**src/rtl/hazard_sb_pkg.sv**
```systemverilog
// Shared types, constants and the register-match helper for the hazard unit.
// Everything here is independent of the HAZARD_MC_EN build option.
package hazard_pkg;

  localparam int RW_MAX = 8;
  localparam int FW_MAX = 4;

  typedef logic [FW_MAX-1:0] fwd_sel_t;

  localparam fwd_sel_t FWD_RF = fwd_sel_t'(0);
  localparam fwd_sel_t FWD_M  = fwd_sel_t'(1);

  localparam int MC_LAT_MIN = 2;

  // x0 is hard-wired to zero in RISC-V mode, so it never creates a dependency there.
  function automatic logic reg_match(input logic [RW_MAX-1:0] a,
                                     input logic [RW_MAX-1:0] b,
                                     input logic              arm);
    return (a == b) && (arm || (a != '0));
  endfunction

endpackage

```
**src/rtl/hazard_sb_mc_scoreboard.sv**
```systemverilog
// Scoreboard for the single non-pipelined multi-cycle unit: latency counter,
// in-flight destination, latency clamp and the D-stage stall compare.
module mc_scoreboard
  import hazard_pkg::*;
#(
  parameter  int NREG   = 32,
  parameter  int MAXLAT = 16,
  localparam int RW     = $clog2(NREG),
  localparam int LW     = $clog2(MAXLAT + 1)
) (
  input  logic          clk,
  input  logic          reset_n,
  input  logic          arm_i,
  input  logic          mc_start_i,
  input  logic [LW-1:0] mc_lat_i,
  input  logic [RW-1:0] mc_rd_i,
  input  logic          mc_op_d_i,
  input  logic [RW-1:0] rs1_d_i,
  input  logic [RW-1:0] rs2_d_i,
  input  logic [RW-1:0] rd_d_i,
  output logic          busy_o,
  output logic          wb_o,
  output logic [RW-1:0] rd_o,
  output logic          stall_o
);

  logic [LW-1:0] cnt_q, cnt_d;
  logic [RW-1:0] rd_q, rd_d;
  logic [LW-1:0] lat_clamped;
  logic          hazard;

  always_comb begin
    lat_clamped = mc_lat_i;
    if (mc_lat_i < LW'(MC_LAT_MIN)) begin
      lat_clamped = LW'(MC_LAT_MIN);
    end else if (mc_lat_i > LW'(MAXLAT)) begin
      lat_clamped = LW'(MAXLAT);
    end
  end

  // A new issue always wins, even over an op still in flight.
  always_comb begin
    cnt_d = cnt_q;
    rd_d  = rd_q;
    if (mc_start_i) begin
      cnt_d = lat_clamped;
      rd_d  = mc_rd_i;
    end else if (cnt_q != '0) begin
      cnt_d = cnt_q - LW'(1);
    end
  end

  always_ff @(posedge clk or negedge reset_n) begin
    if (!reset_n) begin
      cnt_q <= '0;
      rd_q  <= '0;
    end else begin
      cnt_q <= cnt_d;
      rd_q  <= rd_d;
    end
  end

  assign busy_o = (cnt_q != '0);
  assign wb_o   = (cnt_q == LW'(1));
  assign rd_o   = rd_q;

  assign hazard = mc_op_d_i
                | reg_match(RW_MAX'(rs1_d_i), RW_MAX'(rd_q), arm_i)
                | reg_match(RW_MAX'(rs2_d_i), RW_MAX'(rd_q), arm_i)
                | reg_match(RW_MAX'(rd_d_i),  RW_MAX'(rd_q), arm_i);

  // In the writeback cycle the write-first regfile bypass serves D and the unit
  // is free by the time the D instruction reaches E, so the stall drops at cnt == 1.
  assign stall_o = (cnt_q > LW'(1)) & hazard;

endmodule

```
**src/rtl/hazard_sb.sv**
```systemverilog
// Hazard unit for the ARM/RISC-V five-stage pipeline: N-stage forwarding, load-use,
// PC-write and branch control. Define HAZARD_MC_EN to build the multi-cycle scoreboard.
module hazard_sb
  import hazard_pkg::*;
#(
  parameter  int NREG   = 32,
  parameter  int NFWD   = 2,
  parameter  int MAXLAT = 16,
  localparam int RW     = $clog2(NREG),
  localparam int LW     = $clog2(MAXLAT + 1),
  localparam int FSW    = $clog2(NFWD + 1)
) (
  input  logic                     clk,
  input  logic                     reset_n,
  input  logic                     arm,
  input  logic [NFWD-1:0]          RegWriteS,
  input  logic [NFWD-1:0][RW-1:0]  RdS,
  input  logic [RW-1:0]            Rs1D,
  input  logic [RW-1:0]            Rs2D,
  input  logic [RW-1:0]            RdD,
  input  logic [RW-1:0]            Rs1E,
  input  logic [RW-1:0]            Rs2E,
  input  logic [RW-1:0]            RdE,
  input  logic [1:0]               ResultSrcE,
  input  logic                     RVPCSrcE,
  input  logic                     PCSrcD,
  input  logic                     PCSrcE,
  input  logic                     PCSrcM,
  input  logic                     PCSrcW,
  input  logic                     BranchTakenE,
  input  logic                     McOpD,
  input  logic                     McStartE,
  input  logic [LW-1:0]            McLatE,
  output logic                     StallF,
  output logic                     StallD,
  output logic                     FlushD,
  output logic                     FlushE,
  output logic [FSW-1:0]           ForwardAE,
  output logic [FSW-1:0]           ForwardBE,
  output logic                     McBusy,
  output logic                     McWb,
  output logic [RW-1:0]            McRd
);

  logic [NFWD-1:0] hit_a, hit_b;
  logic            ld_stall, mc_stall, pc_wr_pending;
  logic            unused_rsrc;

  genvar gi;
  generate
    for (gi = 0; gi < NFWD; gi++) begin : g_fwd_hit
      assign hit_a[gi] = RegWriteS[gi] & reg_match(RW_MAX'(Rs1E), RW_MAX'(RdS[gi]), arm);
      assign hit_b[gi] = RegWriteS[gi] & reg_match(RW_MAX'(Rs2E), RW_MAX'(RdS[gi]), arm);
    end
  endgenerate

  // Walk from oldest to nearest so the nearest matching stage is the last writer.
  always_comb begin
    ForwardAE = FSW'(FWD_RF);
    ForwardBE = FSW'(FWD_RF);
    for (int k = NFWD - 1; k >= 0; k--) begin
      if (hit_a[k]) ForwardAE = FSW'(FWD_M) + FSW'(k);
      if (hit_b[k]) ForwardBE = FSW'(FWD_M) + FSW'(k);
    end
  end

  assign ld_stall = ResultSrcE[0]
                  & (reg_match(RW_MAX'(Rs1D), RW_MAX'(RdE), arm)
                   | reg_match(RW_MAX'(Rs2D), RW_MAX'(RdE), arm));
  assign unused_rsrc = ResultSrcE[1];

  assign pc_wr_pending = PCSrcD | PCSrcE | PCSrcM;

`ifdef HAZARD_MC_EN
  mc_scoreboard #(
    .NREG   (NREG),
    .MAXLAT (MAXLAT)
  ) u_mc_scoreboard (
    .clk        (clk),
    .reset_n    (reset_n),
    .arm_i      (arm),
    .mc_start_i (McStartE),
    .mc_lat_i   (McLatE),
    .mc_rd_i    (RdE),
    .mc_op_d_i  (McOpD),
    .rs1_d_i    (Rs1D),
    .rs2_d_i    (Rs2D),
    .rd_d_i     (RdD),
    .busy_o     (McBusy),
    .wb_o       (McWb),
    .rd_o       (McRd),
    .stall_o    (mc_stall)
  );
`else
  logic unused_mc;
  assign unused_mc = ^{clk, reset_n, McOpD, McStartE, McLatE, RdD};
  assign McBusy    = 1'b0;
  assign McWb      = 1'b0;
  assign McRd      = '0;
  assign mc_stall  = 1'b0;
`endif

  // Flush and stall may both be high on D; the pipeline register gives flush priority.
  assign StallD = ld_stall | mc_stall;
  assign StallF = ld_stall | mc_stall | (arm & pc_wr_pending);
  assign FlushE = ld_stall | mc_stall | (arm & BranchTakenE) | (~arm & RVPCSrcE);
  assign FlushD = (arm & (pc_wr_pending | PCSrcW | BranchTakenE)) | (~arm & RVPCSrcE);

endmodule

```
**config.mk**
```make
export PLATFORM = sky130hd
export DESIGN_NAME = hazard_sb
export DESIGN_NICKNAME = d
export VERILOG_FILES = /design/src/rtl/hazard_sb_pkg.sv /design/src/rtl/hazard_sb_mc_scoreboard.sv /design/src/rtl/hazard_sb.sv
export SDC_FILE = /design/constraint.sdc
export NUM_CORES = 1
export LEC_CHECK = 0
export CORE_MARGIN = 4
export CORE_UTILIZATION = 22
export DETAILED_ROUTE_END_ITERATION = 8
export PLACE_DENSITY = 0.89
export SYNTH_ARGS = -nofsm -noshare
export SYNTH_HDL_FRONTEND = slang
export SYNTH_SLANG_ARGS = --single-unit
```
**constraint.sdc**
```tcl
create_clock -name vclk -period 2.2
set_input_delay 0.66 -clock vclk [all_inputs]
set_output_delay 0.66 -clock vclk [all_outputs]
set_load 0.02 [all_outputs]
```
* Yosys cells after proc, flatten, opt, wreduce, memory -nomap -nowiden
Cells that the tools add are included.
** Operators by class
- Equal/unequal tests :: 6
- Multiplexer cells :: 4
- Reduce and logical (&&, ||, !) cells :: 14
- Bitwise gates (word level) :: 19
** Operators by type and width (number)
- == test 5 bit :: 6
- nonzero test 5 bit :: 4
- bitwise AND 1 bit :: 9
- bitwise OR 1 bit :: 9
- two-way mux 2 bit :: 4
- logical AND 1 bit :: 6
- logical OR 1 bit :: 4
- inverter 1 bit :: 1
** Storage, ports and cells
- Flip-flop bits (word level) :: 0
- Logic and storage cells :: 43
- Bits of input ports :: 60

* Longest topological paths before layout
Gate-level depths: netlist of the first run.
- Depth after elaboration :: 7
- Mapped depth :: 5

* Worst setup path before layout of the first run
OpenSTA, ideal clock, no wires.
- Path kind :: in2out
- Start point :: in Rs1E[1]
- End point :: out ForwardAE[1]
- Arrival time :: 2.216 ns
- Stages :: 4
- Path slack :: -0.676 ns
- Cell sequence :: or4_1 -> nor3_2 -> nor4_1 -> nor4_1
** On the way
- Word-level cells in the longest chain between the ends :: 6
- Elaborated cells on any way between the ends :: 10
** RTL lines
- from (decl) :: RTL line hazard_sb.sv:21 : input logic [RW-1:0] Rs1E,
- nonzero test 5 bit :: RTL line hazard_sb_pkg.sv:19 : return (a == b) && (arm || (a != '0));
- logical OR 1 bit :: RTL line hazard_sb_pkg.sv:19
- logical AND 1 bit :: RTL line hazard_sb_pkg.sv:19
- bitwise AND 1 bit :: RTL line hazard_sb.sv:52 : assign hit_a[gi] = RegWriteS[gi] & reg_match(RW_MAX'(Rs1E), RW_MAX'(RdS[gi]), arm);
- two-way mux 2 bit :: RTL line hazard_sb.sv:62 : if (hit_a[k]) ForwardAE = FSW'(FWD_M) + FSW'(k);
- two-way mux 2 bit (*) :: RTL line hazard_sb.sv:62
- to (decl) :: RTL line hazard_sb.sv:38 : output logic [FSW-1:0] ForwardAE,
Mark *: on every way between the ends. The rest lies on a longest branch, timed or not.

* Worst setup path after layout of the first run
- Start point :: in Rs2E[3]
- End point :: out ForwardBE[1]
** On the way
- Word-level cells in the longest chain between the ends :: 6
- Elaborated cells on any way between the ends :: 10
** RTL lines
- from (decl) :: RTL line hazard_sb.sv:22 : input logic [RW-1:0] Rs2E,
- nonzero test 5 bit :: RTL line hazard_sb_pkg.sv:19
- logical OR 1 bit :: RTL line hazard_sb_pkg.sv:19
- logical AND 1 bit :: RTL line hazard_sb_pkg.sv:19
- bitwise AND 1 bit :: RTL line hazard_sb.sv:53 : assign hit_b[gi] = RegWriteS[gi] & reg_match(RW_MAX'(Rs2E), RW_MAX'(RdS[gi]), arm);
- two-way mux 2 bit :: RTL line hazard_sb.sv:63 : if (hit_b[k]) ForwardBE = FSW'(FWD_M) + FSW'(k);
- two-way mux 2 bit (*) :: RTL line hazard_sb.sv:63
- to (decl) :: RTL line hazard_sb.sv:39 : output logic [FSW-1:0] ForwardBE,
Marks and branches as above.

==> results of run 1 <==
-- cells in the final DEF, fill, tap and decap left out, types with 2 or more instances in the layout --
master and instances:
buf_2 8, buf_4 27, buf_6 17, buf_8 2
clkbuf_2 4, clkdlybuf4s15_1 3, clkdlybuf4s50_1 8, conb_1 7
dlygate4sd2_1 6, nand2_1 2, nand4_1 4, nor2_1 2
nor3_4 2, nor4_1 2, nor4_4 5, or4_4 2
xnor2_1 11, xnor2_2 5, xor2_1 12, xor2_2 2
-- kinds of logic after synthesis --
| family | after synthesis |
|---|---|
| compound gates | 6 |
| simple gates | 24 |
| buf+inv | 9 |
| xor+xnor | 30 |
| other cells | 1 |
-- area by class of cell --
| class | instances | area share [%] |
|---|---|---|
| multi-input combinational | 67 | 48.3 |
| tap | 28 | 2.55 |
| inverter | 1 | 0.273 |
| timing repair buffer | 77 | 48.9 |
-- final timing paths --
kind | start | end | slack [ns]
min | BranchTakenE | FlushD | 1.76
max | Rs2E[3] | ForwardBE[1] | -0.45
-- worst max-delay path: cells and delay by family --
family	cells	cell delay, ns
and+or+nand+nor	3	0.83
buffers and inverters	4	0.50
-- what timing repair did --
item                       CTS  global route
buffers inserted             5             3
setup endpoints to repair    8             8
pin swaps                   27            17
resized for setup          178            20
-- where the power goes --
part	leakage (nW)	total [mW]	switching [mW]	internal, mW
logic	0.611	0.255	0.113	0.142
registers	0	0	0	0
clock network	0	0	0	0
total	0.611	0.255	0.113	0.142
-- metrics by stage --
step           hold WS [ns]  TNS, ns  cell area, um2  instances  setup WS (ns)
2_1_floorplan          1.47   -0.771             633         76         -0.369
3_3_place_gp           2.44    -8.29            1290        169          -1.22
3_5_place_dp           2.44    -8.39            1290        169          -1.26
4_1_cts                1.80    -1.80            1320        172         -0.469
5_1_grt                1.81    -2.26            1370        173         -0.514
6_report               1.76    -1.95            1370        173         -0.450
-- routing by layer --
metal	routed length, um	track usage [%]	up-vias
met1	734	14.6	362
met2	1430	32.2	44
met3	191	3.68	10
met4	93	5.42	0
li1	-	-	385
met5	0	0	-
==> out/metrics.csv, run 1 <==
metric,value,unit
synth_fa_ha_area_share,0,%
clock.fmax,0.377,GHz
antenna_found_initial,0,
vdd_ir_drop_max,0.000128,V
routedWlPerCell,14.2,um
worst_slack,-0.450,ns
yosysWarnings,0,
postCtsHoldBufs,0,
hold_violations,0,
portBuffers,53,
rsz0062_at_grt,yes,
status,finished with violations,
max_stage_delay,0.54,ns
synth-simple-area-share,28.3,%
crit_path_frequent_cell,buf_4,
synth_compound_area_share,8.45,%
end_kind,output pin,
drive_gt1_share,57.2,%
die_y,56.5,um
yosysTopAreaCell,xnor2_1,
ant_nets,0,
grt_start_max_net_pins,6,
ys_seq_area_share,0,%
path_class,in2out,
power,0.255,mW
area_growth,165,%
failed_checks,setup timing,
grt_pass1_wl,4040,um
period_minus_slack,2.65,ns
worst_ep_arrival_time,1.99,ns
multiInputGateArea,663,um2
synth.area.mux_share,0,%
ys_types,20,
rows,17,
synth.area.top_cells,"xnor2_1 (27%), xor2_1 (24%), buf_4 (10%)",
path_cells,buf_6 > or4_4 > nor3_4 > buf_4 > buf_4 > nor4_4 > buf_4,
drc_errors,0,
holdPathStages,4,
drt-initial-drc-count,3,
setup_viol,7,
n_clock_buffer,0,
maxSlewViolCount,0,
fill_cells,184,
firstDrtPassIters,2,
netlist_instances,70,
syn-mean-instance-area,7.40,um2
start_kind,input port,
synth_xor_area_share,50.7,%
synth_most_common_cell,xnor2_1,
required,1.54,ns
min_path_type,in2out,
grt_pass1_vias,918,
pwr_density_cell,186,nW/um2
core,2230,um2
vias,801,
grt_usage,15.7,%
gp_congestion,0.788,
leakagePower,0.611,nW
regArea,0,um2
dieArea,3200,um2
worst-path-max-fanout,2,
netlist_area,518,um2
synth_top_family_by_area,XOR/XNOR gates,
max_cap_violations,0,
slowest_stage,or4_4,
viasPerCell,4.63,
ys_top_cells_by_count,"xnor2_1 (16), xor2_1 (14), nor4_1 (8)",
grt_overflow,0,
fp.dieW,56.5,um
synth_top_cell_area_share,27.1,%
period_share,120,%
initial_core_util,23.2,%
utilization,61.5,%
nNetsFinal,207,
post-dp-hpwl,2050,um
num_antenna_cells,0,
nFlopsAndLatches,0,
wirelength,2450,um
ios,75,
No activity file was read; power rests on OpenSTA's default activity.
==> run 2: changes to the inputs <==
--- a/config.mk
+++ b/config.mk
@@ -5,10 +5,13 @@
 export SDC_FILE = /design/constraint.sdc
 export NUM_CORES = 1
 export LEC_CHECK = 0
+export CELL_PAD_IN_SITES_DETAIL_PLACEMENT = 0
+export CELL_PAD_IN_SITES_GLOBAL_PLACEMENT = 1
 export CORE_MARGIN = 4
-export CORE_UTILIZATION = 22
+export CORE_UTILIZATION = 13
 export DETAILED_ROUTE_END_ITERATION = 8
 export PLACE_DENSITY = 0.89
+export SLEW_MARGIN = 20
 export SYNTH_ARGS = -nofsm -noshare
 export SYNTH_HDL_FRONTEND = slang
 export SYNTH_SLANG_ARGS = --single-unit
==> out/metrics.csv, run 2 (synthesized netlist as in run 1, its figures left out) <==
metric,value,unit,change
antenna_found_initial,0,,unchanged
routedWlPerCell,12.5,um,was 14.2 um
n_clock_buffer,0,,unchanged
vias,750,,was 801
regArea,0,um2,unchanged
rows,22,,was 17
vdd_ir_drop_max,0.0000632,V,was 0.000128 V
hold_violations,0,,unchanged
rsz0062_at_grt,yes,,unchanged
viasPerCell,3.95,,was 4.63
worst-path-max-fanout,2,,unchanged
num_antenna_cells,0,,unchanged
slowest_stage,or4_4,,unchanged
period_share,119,%,was 120%
nFlopsAndLatches,0,,unchanged
grt_pass1_vias,832,,was 918
path_class,in2out,,unchanged
initial_core_util,13.8,%,was 23.2%
failed_checks,setup timing,,unchanged
grt_pass1_wl,3630,um,was 4040 um
path_cells,buf_6 > or4_4 > nor3_4 > buf_4 > buf_4 > nor4_4 > buf_4,,unchanged
status,finished with violations,,unchanged
min_path_type,in2out,,unchanged
ant_nets,0,,unchanged
fp.dieW,71.1,um,was 56.5 um
die_y,71.1,um,was 56.5 um
pwr_density_cell,183,nW/um2,was 186 nW/um2
area_growth,170,%,was 165%
setup_viol,8,,was 7
max_stage_delay,0.53,ns,was 0.54 ns
clock.fmax,0.383,GHz,was 0.377 GHz
wirelength,2370,um,was 2450 um
grt_usage,8.53,%,was 15.7%
worst_slack,-0.411,ns,was -0.450 ns
grt_overflow,0,,unchanged
portBuffers,53,,unchanged
finalInstanceArea,1400,um2,was 1370 um2
nNetsFinal,204,,was 207
start_kind,input port,,unchanged
ios,75,,unchanged
max_cap_violations,0,,unchanged
final_common_cell,buf_4,,unchanged
worst_ep_arrival_time,1.95,ns,was 1.99 ns
leakagePower,0.591,nW,was 0.611 nW
period_minus_slack,2.61,ns,was 2.65 ns
required,1.54,ns,about the same
crit_family,simple AND/OR/NAND/NOR gates,,unchanged
firstDrtPassIters,2,,unchanged
utilization,37.3,%,was 61.5%
end_kind,output pin,,unchanged
post-dp-hpwl,1850,um,was 2050 um
drive_gt1_share,57.0,%,was 57.2%
core,3740,um2,was 2230 um2
gp_congestion,0.884,,was 0.788
grt_start_max_net_pins,5,,was 6
drt-initial-drc-count,6,,was 3
critPathBufInv,4,,unchanged
crit_path_frequent_cell,buf_4,,unchanged
final_cell_mix,"buf_4 (23), buf_6 (18), xnor2_1 (13)",,"was buf_4 (27), buf_6 (17), xor2_1 (12)"
drc_errors,0,,unchanged
dieArea,5060,um2,was 3200 um2
placed_area,1290,um2,about the same
maxSlewViolCount,0,,unchanged
[run 2: what timing repair did]
action                     in CTS  in global routing
pin swaps                      23                 12
resized for setup             179                 21
buffers inserted                4                  2
setup endpoints to repair       8                  8
gates cloned                    0                  0
hold buffers                    0                  0
[run 2: path summary, 6_finish.rpt]
path    startpoint           end  slack (ns)  depth (start not counted)
max        Rs2E[1]  ForwardBE[1]       -0.41                          7
min   BranchTakenE        FlushE        1.77                          4
[run 2: power breakdown]
group	internal [mW]	switching, mW
sequential	0	0
combinational	0.142	0.113
clock	0	0
total	0.142	0.113
[run 2: per-stage QoR]
| step | setup slack, ns | hold WS, ns | setup TNS [ns] | cells | power (mW) |
|---|---|---|---|---|---|
| final | -0.411 | 1.77 | -1.72 | 190 | 0.255 |
| after global routing | -0.494 | 1.81 | -2.28 | 190 | 0.273 |
| after CTS | -0.454 | 1.79 | -1.67 | 189 | 0.242 |
| after detailed placement | -1.26 | 2.44 | -8.20 | 185 | 0.236 |
| after global placement | -1.22 | 2.44 | -8.20 | 185 | 0.235 |
| after floorplan | -0.369 | 1.47 | -0.771 | 76 | 0.103 |
[run 2: layer usage]
layer  GRT usage, %  vias to the layer above  routed length [um]  part of all wire, %
met3           1.28                        2                 211                  8.9
met2           17.6                       40                1280                   54
met4          0.626                        0                  18                 0.76
met5              0                        -                   0                    0
li1               -                      374                   -                    -
met1           9.30                      334                 852                   36
[run 2: cell type report]
cell class,instances,area [um2]
tap,48,60.1
fill,380,2350
multi-input combinational,67,681
inverter,1,3.75
timing repair buffer,74,652
